$ cat src/rtl/tie_level_monitor.sv
// tie_level_monitor
//   Receive-side checker for tie-low / tie-high cells. Every enabled cycle
//   the monitored bus is compared against a per-bit expected constant.
//   A mismatch must persist for DEBOUNCE consecutive armed cycles before a
//   sticky fault is declared. Each declared fault bumps a saturating
//   event counter. A level/pulse clear handshake drops the fault and
//   re-enters the settle window.
//
// Optional build macro: TIEMON_CAPTURE_EN
//   When defined, adds FIRST_BAD, a capture of the mismatch vector that
//   caused the fault.
//
// Ports
//   CLK        clock, rising edge
//   RST        synchronous active-high reset; beats every other input
//   Y_IN       monitored tie nets
//   EN         monitor enable; 0 holds state, counters, FAULT, MISMATCH
//   CLR_REQ    clear request level, held until CLR_ACK
//   CLR_ACK    one-cycle acknowledge of an accepted clear
//   ARMED      comparison active (ARMED or FAULTED state)
//   FAULT      sticky fault flag
//   MISMATCH   registered Y_IN ^ EXPECT, updated on enabled cycles
//   FAULT_CNT  saturating count of declared faults
//   DBG_STATE  current FSM state (0 settling, 1 armed, 2 faulted)
//   FIRST_BAD  (TIEMON_CAPTURE_EN only) mismatch vector at the fault edge
//
// Handshake: a clear is accepted on an edge where CLR_REQ=1, CLR_ACK=0
// and CLR_REQ has been observed low since the previous accept (or since
// reset). The accepting edge raises CLR_ACK for exactly one cycle.

module tie_level_monitor #(
  parameter int              WIDTH    = 8,
  parameter logic [WIDTH-1:0] EXPECT  = '0,
  parameter int              SETTLE   = 4,
  parameter int              DEBOUNCE = 3,
  parameter int              CNT_W    = 8
) (
  input  logic             CLK,
  input  logic             RST,
  input  logic [WIDTH-1:0] Y_IN,
  input  logic             EN,
  input  logic             CLR_REQ,
  output logic             CLR_ACK,
  output logic             ARMED,
  output logic             FAULT,
  output logic [WIDTH-1:0] MISMATCH,
  output logic [CNT_W-1:0] FAULT_CNT,
`ifdef TIEMON_CAPTURE_EN
  output logic [WIDTH-1:0] FIRST_BAD,
`endif
  output logic [1:0]       DBG_STATE
);

  localparam int SC_W = (SETTLE > 1) ? $clog2(SETTLE) : 1;
  localparam int DB_W = (DEBOUNCE > 1) ? $clog2(DEBOUNCE) : 1;

  typedef enum logic [1:0] {
    ST_SETTLING = 2'd0,
    ST_ARMED    = 2'd1,
    ST_FAULTED  = 2'd2
  } state_t;

  state_t            state;
  state_t            state_nxt;
  logic [SC_W-1:0]   settle_cnt;
  logic [DB_W-1:0]   deb_cnt;
  logic              clr_rearm;   // CLR_REQ seen low since last accept
  logic [WIDTH-1:0]  mis_vec;
  logic              m;
  logic              clr_accept;
  logic              settle_done;
  logic              deb_hit;
  logic              fault_event;

  // Comparison uses the live XOR, not the registered MISMATCH copy.
  assign mis_vec     = Y_IN ^ EXPECT;
  assign m           = |mis_vec;
  assign clr_accept  = CLR_REQ && !CLR_ACK && clr_rearm;
  assign settle_done = (settle_cnt == SC_W'(SETTLE - 1));
  assign deb_hit     = m && (deb_cnt == DB_W'(DEBOUNCE - 1));
  // A clear on the same edge wins over a fault: no transition, no count.
  assign fault_event = EN && (state == ST_ARMED) && deb_hit && !clr_accept;

  // State register
  always_ff @(posedge CLK) begin
    if (RST) state <= ST_SETTLING;
    else     state <= state_nxt;
  end

  // Next-state logic
  always_comb begin
    state_nxt = state;
    if (clr_accept) begin
      state_nxt = ST_SETTLING;
    end else if (EN) begin
      case (state)
        ST_SETTLING: if (settle_done) state_nxt = ST_ARMED;
        ST_ARMED:    if (deb_hit)     state_nxt = ST_FAULTED;
        ST_FAULTED:  state_nxt = ST_FAULTED;
        default:     state_nxt = ST_SETTLING;
      endcase
    end
  end

  // Output logic
  always_comb begin
    ARMED     = (state != ST_SETTLING);
    FAULT     = (state == ST_FAULTED);
    DBG_STATE = state;
  end

  // Counters, handshake and mismatch register
  always_ff @(posedge CLK) begin
    if (RST) begin
      settle_cnt <= '0;
      deb_cnt    <= '0;
      FAULT_CNT  <= '0;
      CLR_ACK    <= 1'b0;
      clr_rearm  <= 1'b1;
      MISMATCH   <= '0;
    end else begin
      CLR_ACK <= clr_accept;
      if (clr_accept)    clr_rearm <= 1'b0;
      else if (!CLR_REQ) clr_rearm <= 1'b1;

      if (EN) MISMATCH <= mis_vec;

      if (clr_accept) begin
        settle_cnt <= '0;
        deb_cnt    <= '0;
      end else if (EN) begin
        case (state)
          ST_SETTLING: begin
            if (!settle_done) settle_cnt <= settle_cnt + SC_W'(1);
            deb_cnt <= '0;
          end
          ST_ARMED: begin
            if (!m || deb_hit) deb_cnt <= '0;
            else               deb_cnt <= deb_cnt + DB_W'(1);
          end
          default: deb_cnt <= '0;
        endcase
      end

      if (fault_event && (FAULT_CNT != {CNT_W{1'b1}}))
        FAULT_CNT <= FAULT_CNT + CNT_W'(1);
    end
  end

`ifdef TIEMON_CAPTURE_EN
  // The FSM only leaves FAULTED through clear or reset, so every fault
  // event is the first one since the last reset/clear.
  always_ff @(posedge CLK) begin
    if (RST)              FIRST_BAD <= '0;
    else if (clr_accept)  FIRST_BAD <= '0;
    else if (fault_event) FIRST_BAD <= mis_vec;
  end
`endif

endmodule

$ cat config.mk
export PLATFORM = sky130hd
export DESIGN_NAME = tie_level_monitor
export DESIGN_NICKNAME = d
export VERILOG_FILES = /design/src/rtl/tie_level_monitor.sv
export SDC_FILE = /design/constraint.sdc
export NUM_CORES = 1
export LEC_CHECK = 0
export CORE_UTILIZATION = 31
export CTS_CLUSTER_SIZE = 10
export DETAILED_ROUTE_END_ITERATION = 8
export PLACE_DENSITY_LB_ADDON = 0.12
export SLEW_MARGIN = 20
export SYNTH_ARGS = -nofsm -noshare
export SYNTH_HDL_FRONTEND = slang
export SYNTH_SLANG_ARGS = --single-unit
$ cat constraint.sdc
create_clock -name CLK -period 2.1 [get_ports CLK]
set_input_delay 0.42 -clock CLK [delete_from_list [all_inputs] [get_ports CLK]]
set_output_delay 0.42 -clock CLK [all_outputs]
set_load 0.05 [all_outputs]
==> key figures, run 1 <==
Outcome
  • Run status: completed

Worst setup path
  • CP arrival: roughly 1.6 ns
  • Kind of start point of the critical path: register
  • Endpoint kind of the worst setup timing path: output pin
  • Peak per-stage delay on the critical path: 0.84 ns
  • Slowest-stage cell, CP: sky130_fd_sc_hd__clkdlybuf4s50_1
  • Kind of cell with the highest combined delay on the critical path: buffers and inverters
  • CP Buf/Inv Count: 1
  • Maximum fanout encountered on the critical timing path: 6
  • Data required time of the worst path: 1.68 ns
  • Critical path cell sequence: clkdlybuf4s50_1
  • CP Class: register to output pin

Clocking
  • Hold-fix buffers at CTS: 0
  • Worst-skew pair later-pin latency: approximately 0.27 ns
  • CTS tree: yes
  • Clock root buffer: sky130_fd_sc_hd__clkbuf_8
  • Post-CTS setup buffer count: 0
  • CTS-repair resized insts: 0
  • CTS Buf Count: 3
  • Maximum clock insertion buffer count: 2
  • CTS sink cnt: 24
  • Clock-pin slew of the registers on the worst-case setup and hold paths: roughly 0.08 ns
  • Number of H-tree branching levels: 1

Timing
  • Maximum clock skew at final layout: about 0.0044 ns
  • Setup violation total in the final timing report: 0
  • Worst-Margin Slew: about 0.51 ns
  • Final Max Tran Viols: 0
  • Final hold vios: 0
  • Fin crit period: 1.98 ns
  • RSZ-0062 raised after global routing: false
  • Achievable frequency: between 500 and 600 MHz
  • Max-Slew Margin vs Limit: 66.0%
  • Final Cycle Share: 94.4%

Power and ir drop
  • Peak ir drop on the vdd network: 0.000308 V
  • Sw frac: 26.2%
  • LEAKAGE: approximately 0.00066 uW
  • Share of total power in combinational logic: approximately 17%
  • Total power after layout: 903 uW
  • Part of the total power dissipated in sequential elements: ~53%
  • Cell internal pwr: ~670 uW
  • Fraction of power consumed by the clock network: 30.3%
  • Cell area power density: 529 nW/um2
  • Total net switching power: approximately 240 uW

Routing
  • Antenna viol nets, final: 0
  • Average via count per standard cell: 5.08
  • Number of design-rule violations left by the first detailed-router iteration: 20
  • Number of vias in the routed layout: 1128
  • Router iterations before antenna repair: 4
  • Post-detailed-route wirelength per cell: 13.0 um
  • DRC viols: 0
  • Detailed Route WL: 2.88 mm

Floorplan
  • Die ar.: 4160 um2
  • Die width: 64.5 um
  • Io pins: 33
  • Cell row count: 22
  • Initial standard-cell utilization of the core: 32.6%
  • Core ar.: between 3000 and 4000 um2
  • DIE HEIGHT: around 65 um

Global routing
  • Number of antenna violations at the first check in global routing: 0
  • First-pass GRT wire length: 4.77 mm
  • Number of global-route vias before repair: around 1100
  • GRT overflow: 0
  • Aggregate global-route resource usage: about 15%
  • Pin count of the biggest net entering global routing: 14

Synthesis
  • Part of the Yosys area used for sequential elements: 39.7%
  • Number of warnings printed during yosys synthesis: 0
  • Post-synth design cell area: 1210 um2
  • Synth Area per Inst: 9.32 um2
  • Count of distinct cell types in the synthesized netlist: 35
  • Synthesized instance count: 130
  • Post-synthesis sequential element count: 24
  • Syn_nets: 148

Final layout
  • Count of inserted antenna diode cells: 0
  • Share of final-layout standard cells stronger than drive strength 1: 14.4%
  • Area Overhead vs Synth: 41.1%
  • Final net count: 194
  • Final Core Density: 46.0%

Place
  • Detailed placement HPWL: 2.25 mm
  • I/O Buffers: 32
  • Routability cong.: approximately 0.75

Job
  • Maxcap violations: 0

Min path
  • Type of the tightest min-delay check: register to register
[flip-flops by register name (all words and copies together) (netlist names)]
signal      cells
clr_rearm       1
settle_cnt      2
DBG_STATE       2
deb_cnt         2
MISMATCH        8
FAULT_CNT       8
CLR_ACK         1
[Yosys cell counts (all sizes together)]
| cell type | instances | share of area (%) |
|---|---|---|
| a21boi | 2 | 1.2 |
| a21oi | 5 | 2.1 |
| a311o | 1 | 0.83 |
| a311oi | 2 | 1.4 |
| a31oi | 2 | 1.0 |
| and2 | 2 | 1.0 |
| and2b | 1 | 0.62 |
| and3 | 2 | 1.0 |
| buf | 2 | 0.72 |
| clkbuf | 2 | 0.62 |
| dfxtp | 24 | 40 |
| ha | 6 | 6.2 |
| inv | 5 | 1.5 |
| mux2 | 4 | 4.0 |
| mux2i | 10 | 8.3 |
| nand2 | 3 | 0.93 |
| nand2b | 6 | 3.1 |
| nand3 | 7 | 2.9 |
| nand3b | 3 | 1.9 |
| nand4 | 1 | 0.52 |
| nor2 | 18 | 5.6 |
| nor2b | 5 | 2.6 |
| nor3 | 1 | 0.83 |
| nor4 | 4 | 2.1 |
| nor4b | 1 | 0.72 |
| o2111ai | 1 | 0.72 |
| o211ai | 2 | 1.2 |
| o21ai | 1 | 1.3 |
| o31ai | 1 | 0.62 |
| or4 | 5 | 3.9 |
| xor2 | 1 | 0.72 |
[metrics by stage]
| stage | setup slack, ns | setup TNS, ns | hold WS [ns] | instance area (um2) | instances |
|---|---|---|---|---|---|
| detailed placement | -0.136 | -0.528 | 0.483 | 1670 | 219 |
| global placement | -0.112 | -0.458 | 0.448 | 1670 | 219 |
| floorplan | 0.175 | 0 | 0.438 | 1210 | 130 |
| CTS | 0.118 | 0 | 0.497 | 1710 | 222 |
| global route | 0.0671 | 0 | 0.517 | 1710 | 222 |
| finish | 0.118 | 0 | 0.494 | 1710 | 222 |
[layout make-up]
class                      count  area, um2
inverter                       5       18.8
multi-input combinational     97        696
clock buffer                   3       41.3
timing repair buffer          45        413
tap                           48       60.1
sequential                    24        480
fill                         394       2010
[placed cells by master, fill, tap and decap left out, types with 2 or more instances in the layout]
cell type,n
sky130_fd_sc_hd__or4_4,2
sky130_fd_sc_hd__buf_4,15
sky130_fd_sc_hd__a311oi_1,2
sky130_fd_sc_hd__a31oi_1,2
sky130_fd_sc_hd__or4_2,2
sky130_fd_sc_hd__clkdlybuf4s50_1,30
sky130_fd_sc_hd__a21boi_0,2
sky130_fd_sc_hd__and3_1,2
sky130_fd_sc_hd__nand3_1,7
sky130_fd_sc_hd__mux2i_1,10
sky130_fd_sc_hd__nor4_1,4
sky130_fd_sc_hd__nand2b_1,6
sky130_fd_sc_hd__clkbuf_8,3
sky130_fd_sc_hd__mux2_1,3
sky130_fd_sc_hd__a21oi_1,5
sky130_fd_sc_hd__o211ai_1,2
sky130_fd_sc_hd__ha_1,6
sky130_fd_sc_hd__nor2b_1,5
sky130_fd_sc_hd__nand2_1,3
sky130_fd_sc_hd__and2_1,2
sky130_fd_sc_hd__nor2_1,18
sky130_fd_sc_hd__nand3b_1,3
sky130_fd_sc_hd__dfxtp_1,24
sky130_fd_sc_hd__inv_1,5
[layer usage]
layer	global-route usage [%]	share of wire, %	vias up
met4	5.83	1.5	0
met1	15.6	43	536
li1	-	-	562
met3	2.64	3.8	5
met2	28.2	51	25
met5	0	0	-
[cell families after synthesis]
| family | synth area share, % |
|---|---|
| muxes | 12.3 |
| buffers and inverters | 2.89 |
| AOI/OAI and AO/OA | 10.5 |
| xor gates and xnor gates | 0.723 |
| DFF | 39.7 |
| adders and majority gates | 6.20 |
| and+or+nand+nor | 27.7 |
[power by group through the flow]
stage / Sequential, uW / Clock (uW) / Combinational (uW)
3_5_place_dp: 487 / 0 / 154
6_report: 476 / 274 / 153
4_1_cts: 476 / 278 / 155
3_3_place_gp: 487 / 0 / 152
5_1_grt: 478 / 301 / 164
2_1_floorplan: 522 / 0 / 45.1
[path summary, 6_finish.rpt]
check                                               start                         to  slack, ns  depth (start not counted)
worst min register to register    deb_cnt[1]$_SDFFE_PP0P_    deb_cnt[1]$_SDFFE_PP0P_       0.49                          2
worst min-delay path              deb_cnt[1]$_SDFFE_PP0P_    deb_cnt[1]$_SDFFE_PP0P_       0.49                          2
worst max register to register  FAULT_CNT[0]$_SDFFE_PP0P_  FAULT_CNT[2]$_SDFFE_PP0P_       0.28                          5
worst max-delay path            FAULT_CNT[4]$_SDFFE_PP0P_               FAULT_CNT[4]       0.12                          1
Note: power is estimated with default switching activity, not from simulation.
==> run 2: changes to the inputs <==
--- a/config.mk
+++ b/config.mk
@@ -5,6 +5,7 @@
 export SDC_FILE = /design/constraint.sdc
 export NUM_CORES = 1
 export LEC_CHECK = 0
+export ABC_AREA = 1
 export CORE_UTILIZATION = 31
 export CTS_CLUSTER_SIZE = 10
 export DETAILED_ROUTE_END_ITERATION = 8
==> run 2 against run 1 <==
Against the previous run:
- area after synthesis up 1.3%
- first-iteration DRC count is 60% higher
- sequential power increased by 1%
- count of clock-buffer cells in the layout stayed put
- critical path depth did not move
- sequential cell count stayed put
- non-clock buffer count is 11 lower
- critical endpoint unchanged
- largest cell class unchanged
- largest power group unchanged
==> key figures, run 2 <==
Synthesis
  • Prevailing post-synth register cell: sky130_fd_sc_hd__dfxtp_1
  • Count leader, synth: sky130_fd_sc_hd__nor2_1
  • Most numerous cell types in the synthesized netlist: sky130_fd_sc_hd__nor2_1, sky130_fd_sc_hd__nand2_1, sky130_fd_sc_hd__dfxtp_1
  • Share of synthesized area spent on multiplexers: 0% (-12 points)
  • Part of the Yosys area used for sequential elements: 39.1% (-0.53 points)
  • Syn_nets: 192 (+30%)
  • FFs w/ async S/R, synth: 0% (unchanged)
  • Top cells by area in the synthesized netlist: sky130_fd_sc_hd__dfxtp_1, sky130_fd_sc_hd__nor2_1, sky130_fd_sc_hd__nand2_1
  • Count of distinct cell types in the synthesized netlist: 23 (-34%)
  • Largest family of logic cells by synthesized area: simple AND/OR/NAND/NOR gates
  • Synthesized instance count: 174 (+34%)
  • Number of warnings printed during yosys synthesis: 0 (unchanged)
  • Synth Area per Inst: 7.05 um2 (-24%)
  • Fraction of the mapped netlist area in simple logic gates: 36.4% (+8.7 points)
  • Arithmetic-cell share of the synthesized area counting full adders, half adders and majority gates: 6.12% (-0.082 points)
  • Post-synthesis sequential element count: 24 (unchanged)
  • Area fraction of the dominant cell type after synthesis: 39.1% (-0.53 points)
  • Library cell occupying the most area in the post-synthesis netlist: sky130_fd_sc_hd__dfxtp_1
  • Compound-cell area share of the yosys netlist: 8.77% (-1.8 points)
  • Number of enable-type register cells in the synthesized netlist: 0 (unchanged)
  • Xor and xnor fraction of the mapped netlist area: 0.714% (-0.0096 points)
  • Post-synth design cell area: 1230 um2 (+1.3%)

Clocking
  • Clock root buffer: sky130_fd_sc_hd__clkbuf_8
  • CTS tree: yes
  • Number of H-tree branching levels: 1 (unchanged)
  • Worst-skew pair later-pin latency: 0.26 ns (about the same)
  • CTS sink cnt: 24 (unchanged)
  • Hold-fix buffers at CTS: 0 (unchanged)
  • Clock-pin slew of the registers on the worst-case setup and hold paths: 0.08 ns (about the same)
  • Post-CTS setup buffer count: 0 (unchanged)
  • CTS Buf Count: 3 (unchanged)
  • CTS-repair resized insts: 0 (unchanged)
  • Maximum clock insertion buffer count: 2 (unchanged)

Routing
  • Number of design-rule violations left by the first detailed-router iteration: 32 (+60%)
  • Metal-1 WL: 1.17 mm (-6.6%)
  • Highest routing layer actually used: met4
  • Router iterations before antenna repair: 4 (unchanged)
  • Number of vias in the routed layout: 1159 (+2.7%)
  • Met2 WL: 1.32 mm (-11%)
  • Antenna viol nets, final: 0 (unchanged)
  • Detailed Route WL: 2.58 mm (-10%)
  • Met3 Wirelength: 72 um (-34%)
  • DRC viols: 0 (unchanged)
  • Average via count per standard cell: 4.53 (-11%)
  • Post-detailed-route wirelength per cell: 10.1 um (-22%)

Worst setup path
  • Kind of cell with the highest combined delay on the critical path: buffers and inverters
  • Slowest-stage cell, CP: sky130_fd_sc_hd__clkdlybuf4s50_1
  • Internal reg-to-reg setup slack: 0.66 ns (+0.38 ns)
  • Data required time of the worst path: 1.68 ns (about the same)
  • Peak per-stage delay on the critical path: 0.83 ns (about the same)
  • R2R cell count: 9 (+4)
  • Kind of start point of the critical path: register
  • CP Class: register to output pin
  • Critical path cell sequence: clkdlybuf4s50_1
  • Stages on the worst setup path: 1 (unchanged)
  • CP arrival: 1.51 ns (-0.05 ns)
  • CP Buf/Inv Count: 1 (unchanged)
  • Startpoint of the worst register-to-register path: DBG_STATE[1]$_SDFFE_PP0P_
  • Destination of the critical timing path: FAULT_CNT[4]
  • Worst setup startpoint: FAULT_CNT[4]$_SDFFE_PP0P_
  • Reg-to-reg critical path endpoint: FAULT_CNT[5]$_SDFFE_PP0P_
  • Maximum fanout encountered on the critical timing path: 5 (-1)
  • Endpoint kind of the worst setup timing path: output pin

Floorplan
  • DIE HEIGHT: 64.9 um (+0.65%)
  • Io pins: 33 (unchanged)
  • Initial standard-cell utilization of the core: 33.0% (+0.44 points)
  • Die ar.: 4220 um2 (+1.3%)
  • Core ar.: 3720 um2 (unchanged)
  • Die width: 64.9 um (+0.65%)
  • Cell row count: 22 (unchanged)

Timing
  • Final Max Tran Viols: 0 (unchanged)
  • Setup violation total in the final timing report: 0 (unchanged)
  • Worst-Margin Slew: 0.503 ns (-0.00467 ns)
  • Final hold vios: 0 (unchanged)
  • Maximum clock skew at final layout: 0.00144 ns (-0.00298 ns)
  • Fin crit period: 1.93 ns (-0.0474 ns)
  • Achievable frequency: 517 MHz (+2.4%)
  • Worst path setup slack after routing: 0.165 ns (+0.0474 ns)
  • Max-Slew Margin vs Limit: 66.3% (+0.31 points)
  • RSZ-0062 raised after global routing: false
  • Final Cycle Share: 92.1% (-2.3 points)
  • Setup TNS Final: 0 ns (unchanged)

Place
  • Routability cong.: 0.786 (+4.4%)
  • I/O Buffers: 32 (unchanged)
  • Detailed placement HPWL: 2.07 mm (-8.3%)
  • Number of instances in the placed design: 253 (+16%)
  • Post-place setup slack: 0.286 ns (+0.422 ns)

Power and ir drop
  • Peak ir drop on the vdd network: 0.000202 V (-35%)
  • LEAKAGE: 0.000700 uW (+5.3%)
  • Cell area power density: 549 nW/um2 (+3.8%)
  • Total power after layout: 906 uW (+0.27%)

Final layout
  • Final Instance Count excl. Fillers: 256 (+15%)
  • Final net count: 228 (+18%)
  • Share of final-layout standard cells stronger than drive strength 1: 9.13% (-5.2 points)
  • Layout fillers: 382 (-3.0%)
  • Largest regs: FAULT_CNT: 8 flops, MISMATCH: 8 flops
  • Most frequent standard cell in the layout excluding fill and tap cells: sky130_fd_sc_hd__nor2_1
  • Final Core Density: 44.4% (-1.6 points)
  • Count of inserted antenna diode cells: 0 (unchanged)
  • Most frequent cells in the layout: sky130_fd_sc_hd__nor2_1, sky130_fd_sc_hd__clkdlybuf4s50_1, sky130_fd_sc_hd__nand2_1
  • Area Overhead vs Synth: 34.5%

Global routing
  • Number of global-route vias before repair: 1051 (-7.5%)
  • GRT overflow: 0 (unchanged)
  • Number of antenna violations at the first check in global routing: 0 (unchanged)
  • Pin count of the biggest net entering global routing: 17 (+3)
  • Aggregate global-route resource usage: 13.1% (-1.5 points)
  • First-pass GRT wire length: 4.35 mm (-8.8%)

Min path
  • Type of the tightest min-delay check: register to register

Job
  • Maxcap violations: 0 (unchanged)

Outcome
  • Run status: completed
[run 2: cell count changes in the layout (fill, tap and decap cells not counted), sizes merged, moves of 6 or more]
cell and delta:
nor2 +30, nand2 +28, inv +16, buf -11, mux2i -10, o21ai +9
nand2b -6, nand3 +6
[run 2: area by class of cell]
| class | count | area (um2) | area share [%] |
|---|---|---|---|
| multi-input combinational | 125 | 638 | 38.7 |
| sequential | 24 | 480 | 29.1 |
| tap | 48 | 60.1 | 3.64 |
| clock buffer | 3 | 41.3 | 2.50 |
| inverter | 22 | 87.6 | 5.31 |
| timing repair buffer | 34 | 343 | 20.8 |
[run 2: through the flow]
step                hold WS, ns  instance area (um2)
floorplan                 0.443                 1230
global placement          0.454                 1610
detailed placement        0.461                 1610
CTS                       0.474                 1650
global route              0.490                 1650
finish                    0.469                 1650
[run 2: how the worst min path moves through the flow]
| stage | start | to | depth (start not counted) |
|---|---|---|---|
| floorplan | deb_cnt[0]$_SDFFE_PP0P_ | deb_cnt[0]$_SDFFE_PP0P_ | 2 |
| global placement | deb_cnt[0]$_SDFFE_PP0P_ | deb_cnt[0]$_SDFFE_PP0P_ | 2 |
| global route | deb_cnt[0]$_SDFFE_PP0P_ | deb_cnt[0]$_SDFFE_PP0P_ | 2 |
| finish | deb_cnt[0]$_SDFFE_PP0P_ | deb_cnt[0]$_SDFFE_PP0P_ | 2 |
| CTS | deb_cnt[0]$_SDFFE_PP0P_ | deb_cnt[0]$_SDFFE_PP0P_ | 2 |
| detailed placement | deb_cnt[0]$_SDFFE_PP0P_ | deb_cnt[0]$_SDFFE_PP0P_ | 2 |
[run 2: kinds of logic (layout without fill, tap and decap cells)]
family / count (synthesis) / after routing
DFF: 24 / 24
and+or+nand+nor: 97 / 97
adders and majority gates: 6 / 6
buffers and inverters: 25 / 59
xor gates and xnor gates: 1 / 1
AOI/OAI and AO/OA: 21 / 21
[run 2: per-layer routing]
layer / vias to the layer above / GRT usage (%)
li1: 610 / -
met1: 534 / 13.9
met2: 13 / 24.6
met3: 2 / 2.64
met4: 0 / 5.83
met5: - / 0
[run 2: where the power goes]
part	internal, uW	switching [uW]
Combinational	62.7	96.0
Clock	128	138
Sequential	472	9.59
Total	663	243
==> run 3: changes to the inputs <==
--- a/config.mk
+++ b/config.mk
@@ -5,7 +5,6 @@
 export SDC_FILE = /design/constraint.sdc
 export NUM_CORES = 1
 export LEC_CHECK = 0
-export ABC_AREA = 1
 export CORE_UTILIZATION = 31
 export CTS_CLUSTER_SIZE = 10
 export DETAILED_ROUTE_END_ITERATION = 8
==> results of run 3 <==
No change in the layout: final DEF, timing and power equal those of run 1.
